$ cat src/rtl/shift_arb_ctrl.sv
// shift_arb_ctrl: round-robin arbiter that lets NUM_REQ requesters share one
// serial shift register of BIT_LEN bits.
//   clk, reset_n   : clock (rising edge) and synchronous active-low reset
//   req, req_data  : per-requester level request and payload slices
//   grant, ack     : one-hot owner of the transfer and its completion pulse
//   err            : completion-check failure, coincident with ack
//   busy, frame    : FSM not idle / transfer enable toward the sink
//   sr_data, sr_load, sr_shift, sr_complete : shift register handshake
module shift_arb_ctrl #(
  parameter int unsigned NUM_REQ = 4,
  parameter int unsigned BIT_LEN = 8,
  parameter int unsigned CLK_DIV = 4
) (
  input  logic                       clk,
  input  logic                       reset_n,
  input  logic [NUM_REQ-1:0]         req,
  input  logic [NUM_REQ*BIT_LEN-1:0] req_data,
  output logic [NUM_REQ-1:0]         grant,
  output logic [NUM_REQ-1:0]         ack,
  output logic                       err,
  output logic                       busy,
  output logic                       frame,
  output logic [BIT_LEN-1:0]         sr_data,
  output logic                       sr_load,
  output logic                       sr_shift,
  input  logic                       sr_complete
);

  localparam int unsigned IDX_W = (NUM_REQ > 1) ? $clog2(NUM_REQ) : 1;
  localparam int unsigned DIV_W = $clog2(CLK_DIV);
  localparam int unsigned BIT_W = (BIT_LEN > 1) ? $clog2(BIT_LEN) : 1;
  localparam logic [DIV_W-1:0] DIV_LAST = DIV_W'(CLK_DIV - 1);
  localparam logic [DIV_W-1:0] DIV_HALF = DIV_W'(CLK_DIV / 2);

  typedef enum logic [1:0] {
    IDLE,
    LOAD,
    SHIFT,
    CHECK
  } state_t;

  state_t               state_q, state_d;
  logic [DIV_W-1:0]     div_cnt_q, div_cnt_d;
  logic [BIT_W-1:0]     bit_cnt_q, bit_cnt_d;
  logic [IDX_W-1:0]     last_q, last_d;
  logic [NUM_REQ-1:0]   grant_q, grant_d;
  logic [NUM_REQ-1:0]   ack_q, ack_d;
  logic                 err_q, err_d;
  logic                 busy_q, busy_d;
  logic                 frame_q, frame_d;
  logic [BIT_LEN-1:0]   sr_data_q, sr_data_d;
  logic                 sr_load_q, sr_load_d;
  logic                 sr_shift_q, sr_shift_d;
  int unsigned          winner;

  // First requester found searching upward from last+1, wrapping.
  function automatic int unsigned rr_pick(input logic [NUM_REQ-1:0] r,
                                          input int unsigned last);
    int unsigned pick;
    int unsigned idx;
    logic        found;
    pick  = last;
    found = 1'b0;
    for (int unsigned k = 1; k <= NUM_REQ; k++) begin
      idx = (last + k) % NUM_REQ;
      if (!found && r[idx]) begin
        pick  = idx;
        found = 1'b1;
      end
    end
    return pick;
  endfunction

  always_comb begin
    state_d    = state_q;
    div_cnt_d  = div_cnt_q;
    bit_cnt_d  = bit_cnt_q;
    last_d     = last_q;
    grant_d    = grant_q;
    sr_data_d  = sr_data_q;
    ack_d      = '0;
    err_d      = 1'b0;
    busy_d     = 1'b1;
    frame_d    = 1'b0;
    sr_load_d  = 1'b0;
    winner     = rr_pick(req, 32'(last_q));

    unique case (state_q)
      IDLE: begin
        busy_d = 1'b0;
        if (|req) begin
          state_d   = LOAD;
          div_cnt_d = '0;
          last_d    = IDX_W'(winner);
          grant_d   = '0;
          for (int unsigned k = 0; k < NUM_REQ; k++) begin
            if (winner == k) begin
              grant_d[k] = 1'b1;
              sr_data_d  = req_data[k*BIT_LEN +: BIT_LEN];
            end
          end
          busy_d    = 1'b1;
          frame_d   = 1'b1;
          sr_load_d = 1'b1;
        end
      end

      LOAD: begin
        frame_d = 1'b1;
        if (div_cnt_q == DIV_LAST) begin
          state_d   = SHIFT;
          div_cnt_d = '0;
          bit_cnt_d = BIT_W'(BIT_LEN - 1);
        end else begin
          div_cnt_d = div_cnt_q + 1'b1;
          sr_load_d = 1'b1;
        end
      end

      SHIFT: begin
        frame_d = 1'b1;
        if (div_cnt_q == DIV_LAST) begin
          div_cnt_d = '0;
          if (bit_cnt_q == '0) begin
            state_d = CHECK;
            frame_d = 1'b0;
            ack_d   = grant_q;
            err_d   = ~sr_complete;
          end else begin
            bit_cnt_d = bit_cnt_q - 1'b1;
          end
        end else begin
          div_cnt_d = div_cnt_q + 1'b1;
        end
      end

      CHECK: begin
        state_d = IDLE;
        grant_d = '0;
        busy_d  = 1'b0;
      end

      default: begin
        state_d = IDLE;
        grant_d = '0;
        busy_d  = 1'b0;
      end
    endcase

    // Strobe derived from the next-cycle counter so the registered output
    // lines up with the divider phase it belongs to.
    sr_shift_d = frame_d && (div_cnt_d >= DIV_HALF);
  end

  always_ff @(posedge clk) begin
    if (!reset_n) begin
      state_q    <= IDLE;
      div_cnt_q  <= '0;
      bit_cnt_q  <= '0;
      last_q     <= IDX_W'(NUM_REQ - 1);
      grant_q    <= '0;
      ack_q      <= '0;
      err_q      <= 1'b0;
      busy_q     <= 1'b0;
      frame_q    <= 1'b0;
      sr_data_q  <= '0;
      sr_load_q  <= 1'b0;
      sr_shift_q <= 1'b0;
    end else begin
      state_q    <= state_d;
      div_cnt_q  <= div_cnt_d;
      bit_cnt_q  <= bit_cnt_d;
      last_q     <= last_d;
      grant_q    <= grant_d;
      ack_q      <= ack_d;
      err_q      <= err_d;
      busy_q     <= busy_d;
      frame_q    <= frame_d;
      sr_data_q  <= sr_data_d;
      sr_load_q  <= sr_load_d;
      sr_shift_q <= sr_shift_d;
    end
  end

  assign grant    = grant_q;
  assign ack      = ack_q;
  assign err      = err_q;
  assign busy     = busy_q;
  assign frame    = frame_q;
  assign sr_data  = sr_data_q;
  assign sr_load  = sr_load_q;
  assign sr_shift = sr_shift_q;

endmodule

$ cat config.mk
export PLATFORM = sky130hd
export DESIGN_NAME = shift_arb_ctrl
export DESIGN_NICKNAME = d
export VERILOG_FILES = /design/src/rtl/shift_arb_ctrl.sv
export SDC_FILE = /design/constraint.sdc
export NUM_CORES = 1
export LEC_CHECK = 0
export ABC_CLOCK_PERIOD_IN_PS = 3460
export CAP_MARGIN = 20
export CORE_ASPECT_RATIO = 0.7
export CORE_MARGIN = 5
export CORE_UTILIZATION = 40
export DETAILED_ROUTE_END_ITERATION = 6
export PLACE_DENSITY_LB_ADDON = 0.05
export SKIP_LAST_GASP = 1
export SYNTH_ARGS = -nofsm -noshare
export SYNTH_HDL_FRONTEND = slang
export SYNTH_SLANG_ARGS = --single-unit
$ cat constraint.sdc
create_clock -name clk -period 3.46 [get_ports clk]
set_input_delay 0.519 -clock clk [delete_from_list [all_inputs] [get_ports clk]]
set_output_delay 0.519 -clock clk [all_outputs]
set_load 0.005 [all_outputs]
### Word-level counts from Yosys, hierarchy flattened

Cells that the tools add are included.

* logic and storage cells: 101
* register bits: 30
* output and inout port bits: 21
* bits in latches: 0
* memories: 0
* RAM bits: 0
* bits in read-only memories: 0

* equality and inequality tests: 12
* multiplexer cells: 44
* div/mod/pow operators: 0
* bitwise gates (word level): 1
* $add $sub $neg: 6
* multipliers: 0
* $lt $le $gt $ge: 5
* reductions and logical operators: 21
* shift operators: 0

Operators by type and width (count)
* $eq A32 B2 Y1 const B: 2
* $mux W32: 2
* $eq A32 B1 Y1 const B: 1
* $logic_not A32 Y1: 1
* $mux W8: 4
* $mux W2: 8
* $mux W1: 15
* $lt A2 B3 Y1 const B: 4
* $reduce_and A4 Y1: 3
* $ne A2 B2 Y1 const B: 5
* $mux W3: 3
* $bmux W1 S2: 4
* $pmux W2 S4: 1
* $pmux W4 S2: 1
* $add A2 B1 Y2 const B: 3
* $eq A2 B2 Y1 const B: 3
* $pmux W3 S2: 1
* $add A2 B2 Y2 const B: 2
* $logic_and A1 B1 Y1: 4
* $mux W4: 1
* $pmux W1 S2: 2
* $pmux W2 S2: 1
* $reduce_and A2 Y1: 2
* $reduce_bool A2 Y1: 2
* 12 further kinds: 14

### Longest topological paths before layout

* depth in word-level cells: 18
* gate-level depth with buffers: 7
* gate-level depth less buffers: 7

### Worst setup path after synthesis

Ideal clock, no wire load.

* path type: input port to flip-flop
* from: input port req[3]
* to: register sr_data_q[7], in the netlist sr_data[7]
* arrival: 1574 ps
* path slack: 1748 ps
* cell stages on the path: 6
* path buffers: 1
* path through: or2b_2 -> o21ai_2 -> a221oi_2 -> buf_6 -> mux2i_1 -> o221ai_1

* word-level cells in the longest chain between the ends: 16
* elaborated cells between the ends (all ways): 31

RTL lines
* start: declaration: RTL line 16 `input logic [NUM_REQ-1:0] req,`
* $bmux W1 S2: RTL line 66 `if (!found && r[idx]) begin`
* $mux W1 (not written as such): RTL line 66
* $mux W1: RTL line 66
* $logic_not A1 Y1: RTL line 66
* $logic_and A1 B1 Y1: RTL line 66
* $mux W1: RTL line 66
* $logic_not A1 Y1: RTL line 66
* $logic_and A1 B1 Y1: RTL line 66
* $mux W1: RTL line 66
* $logic_not A1 Y1: RTL line 66
* $logic_and A1 B1 Y1: RTL line 66
* $mux W32: RTL line 66
* $eq A32 B1 Y1: RTL line 97 `if (winner == k) begin`
* $mux W8 (3 in a row): RTL line 97
* end signal: assignment: RTL line 179 `sr_data_q <= sr_data_d;`
* end: declaration: RTL line 51 `logic [BIT_LEN-1:0] sr_data_q, sr_data_d;`

Several ways; a longest one is shown, not always the timed one. The select of a mux whose other input is x is not followed.
A chain may end at the register's enable or synchronous reset.

### Worst setup path after layout

* from: input port req[3]
* to: register grant_q[2], in the netlist grant[2]

* word-level cells in the longest chain between the ends: 16
* elaborated cells between the ends (all ways): 28

RTL lines
* $bmux W1 S2: RTL line 66
* $mux W1 (not written as such): RTL line 66
* $mux W1: RTL line 66
* $logic_not A1 Y1: RTL line 66
* $logic_and A1 B1 Y1: RTL line 66
* $mux W1: RTL line 66
* $logic_not A1 Y1: RTL line 66
* $logic_and A1 B1 Y1: RTL line 66
* $mux W1: RTL line 66
* $logic_not A1 Y1: RTL line 66
* $logic_and A1 B1 Y1: RTL line 66
* $mux W32: RTL line 66
* $eq A32 B2 Y1: RTL line 97
* $mux W1: RTL line 97
* $mux W4: RTL line 91 `if (|req) begin`
* $pmux W4 S2: RTL line 88 `unique case (state_q)`
* end signal: assignment: RTL line 174 `grant_q <= grant_d;`
* end: declaration: RTL line 46 `logic [NUM_REQ-1:0] grant_q, grant_d;`

Several ways; a longest one is shown, not always the timed one. The select of a mux whose other input is x is not followed.

==> metrics.txt <==
Final ANT Viol Nets=0; Commonest cells post-synth=dfxtp_1 (30), mux2i_1 (17), nand2_1 (11), nand3_1 (11); synth unique cells=33; RSZ-0062 raised after global routing=no; post-synth top area share=0.400; Max-Slew Margin vs Limit=0.666; #FFs+latches synth=30; Post-DP Area=~2100 um^2; Clock Sinks=30; Fin. Hold Viols=0; maxcap violations=0; Hold Slack=between 400 and 500 ps; R2R Path Start=last_q[0]$_SDFFE_PN1P_; Std-Cell Rows=18; fmax=roughly 450 MHz; DR pass1 iterations=4; Worst Path Buf+Inv=1; logic gate share of total power=0.460; syn nets=205; P_leak=approximately 0.91 nW; vias in the first global route=approximately 1500; critical path required time=3630 ps; worst skew pair latency=280 ps; Clock Power Share=0.194; TNS Setup=0 ps; CTS tree=built; reg2reg end=sr_data[0]$_SDFFE_PN0P_; PnR Total Power=about 1.5 mW; Internal Pwr Total=slightly below 1 mW; Critical Path Source Type=primary input; Post-synth ARST share=0; reg-to-reg setup timing slack=1620 ps; CP cell instances=clkdlybuf4s50_1, nor4_1, nand2b_1, nor2_1, a32oi_1, nor2b_1; number of setup buffers added after CTS=0; Remaining Overflow, GRT=0; Num CTS Buffers=5; post-synth top area cell=dfxtp_1; Layout area overhead=48.7%; sequential area share after synthesis=0.400; Avg Vias per Cell=around 5.1; CP max FO=14; Layout Utilization=0.624; # diodes=0; Worst path max stage delay=490 ps; YS warnings=0; crit path time final=roughly 2200 ps; Crit Path Category=primary input to flip-flop; first-pass GRT wire length=6530 um; Final Non-Filler Cells=roughly 270; placed insts=roughly 260; HP Start=bit_cnt_q[2]$_SDFFE_PN0P_; fin crit share=0.647; Die X=between 80 and 90 um; Pwr Density=around 660 nW/um^2; NumNets Final=around 270; PnR worst setup slack=between 1000 and 1500 ps; fraction of layout cells with a size suffix above 1=0.0588; Max VDD drop=421 uV; FF/Latch Area=between 600 and 700 um^2; Multi-input gate area=around 840 um^2; DRC=0; cts hold-fix bufs=0; top post-synthesis cells by area=dfxtp_1 (40%), mux2i_1 (11%), ha_1 (6.7%); fill count=290; EDFF count, synth=0; DIE HEIGHT=61.3 um; Post-Syn Area=~1500 um^2; CP endpoint kind=flip-flop; WHS Path Cells=2; WL final=approximately 4000 um; placer congestion estimate=0.816; Avg Inst Size Synth=approximately 9.5 um^2; initial antenna violation count=0; hpwl dp=3240 um; Flop pwr share=0.347; clk slew on worst S/H paths=~60 ps; core area=between 3000 and 4000 um^2; CTS resizes=0; Slew Viols, Final=0; Psw=roughly 520 uW; number of port buffers=slightly below 60; Worst R2R Path Depth=6; Worst Max-Slew Pin Slew=between 500 and 600 ps; crit path DAT=approximately 2400 ps; Starting DRT DRC Count=91; die area=about 5100 um^2; cells after synthesis=between 150 and 200; top_reg_cell synth=dfxtp_1; GRT Total Usage=0.164; routed length per instance=14.8 um; Hold EP=bit_cnt_q[2]$_SDFFE_PN0P_; Initial Util=0.420; Top-Level Pins=60; H-tree depth=2; Clock Tree Buf Depth=2; largest net degree at the start of global routing=22; Sw Share=0.352; crit path max-delay cell type=nand2b_1; vias post-DR=around 1400; count leader, synth=dfxtp_1; clock root cell=clkbuf_8; delay-heaviest family, CP=simple AND/OR/NAND/NOR gates; # setup viols final=0; pre-CTS WS=958 ps; run status=complete, no violations; Hold WC Path Type=flip-flop to flip-flop; final instance area=between 2000 and 2500 um^2; Clock Skews=around 4.6 ps
==> per-layer routing <==
metal  vias to the layer above  share of wire  track usage
met5                         -              0            0
met1                       635           0.45        0.193
met4                         0          0.017       0.0816
li1                        705              -            -
met3                         8          0.064       0.0588
met2                        42           0.47        0.274
==> cells in the final DEF (no fill, tap or decap) <==
| cell | n |
|---|---|
| clkdlybuf4s50_1 | 59 |
| nor3b_1 | 1 |
| nor2b_1 | 7 |
| o221ai_1 | 8 |
| nand3_1 | 11 |
| mux2i_1 | 17 |
| nand2_1 | 11 |
| o21a_1 | 1 |
| nor4_1 | 1 |
| and2_1 | 7 |
| o211a_1 | 2 |
| dfxtp_1 | 30 |
| o21ai_0 | 6 |
| a221oi_4 | 1 |
| nor2_1 | 6 |
| o21ai_2 | 1 |
| a21o_1 | 1 |
| and4_1 | 1 |
| nand3b_1 | 2 |
| clkbuf_8 | 6 |
| clkbuf_1 | 1 |
| nand2b_1 | 4 |
| or2b_2 | 1 |
| a32oi_1 | 3 |
| nand2b_2 | 1 |
| buf_4 | 2 |
| a21boi_0 | 3 |
| o311a_1 | 2 |
| and3_1 | 1 |
| ha_1 | 8 |
| a32o_1 | 1 |
| o211ai_1 | 1 |
| a21oi_1 | 5 |
| clkinv_2 | 1 |
| inv_1 | 8 |
==> cell type report <==
type                       instances  area share
timing repair buffer              61       0.271
clock buffer                       7      0.0386
clock inverter                     1     0.00224
multi-input combinational        114       0.378
tap                               50      0.0280
sequential                        30       0.269
inverter                           8      0.0134
==> worst max-delay path by stage <==
stage | slack (ps) | end | cells past startpoint | startpoint
5_1_grt | 1030 | grant[1]$_SDFFE_PN0P_ | 6 | req[2]
2_1_floorplan | 1750 | sr_data[7]$_SDFFE_PN0P_ | 6 | req[3]
3_5_place_dp | 960 | grant[1]$_SDFFE_PN0P_ | 6 | req[2]
3_3_place_gp | 1080 | grant[0]$_SDFFE_PN0P_ | 6 | req[2]
6_report | 1220 | grant[2]$_SDFFE_PN0P_ | 6 | req[3]
4_1_cts | 1250 | grant[1]$_SDFFE_PN0P_ | 6 | req[2]
==> worst reg2reg max path: cells and delay by family (launching register included) <==
family | cells | cell delay, ps
compound gates | 3 | 480
flops | 1 | 420
buf+inv | 1 | 350
mux | 1 | 280
simple gates | 1 | 160
==> logic make-up after synthesis <==
kind of cell,after synthesis,synth area share
AO/OA/AOI/OAI,35,0.180
flip-flops,30,0.400
AND/OR/NAND/NOR,54,0.195
adder cells (fa/ha/maj),8,0.0666
buffers and inverters,14,0.0458
multiplexers,17,0.113
==> registers in the layout, summed over array words and instances (netlist names) <==
signal	cells
sr_data	8
ack	4
grant	4
bit_cnt_q	3
div_cnt_q	2
last_q	2
state_q	2
busy	1
err	1
frame	1
sr_load	1
sr_shift	1
==> power groups by stage <==
stage	sequential (mW)	combinational, mW	clock [mW]
after floorplan	0.513	0.411	0
after global placement	0.519	0.659	0
after detailed placement	0.521	0.689	0
after CTS	0.516	0.691	0.295
after global routing	0.528	0.751	0.315
final	0.515	0.683	0.288
No activity file was read; power rests on OpenSTA's default activity.
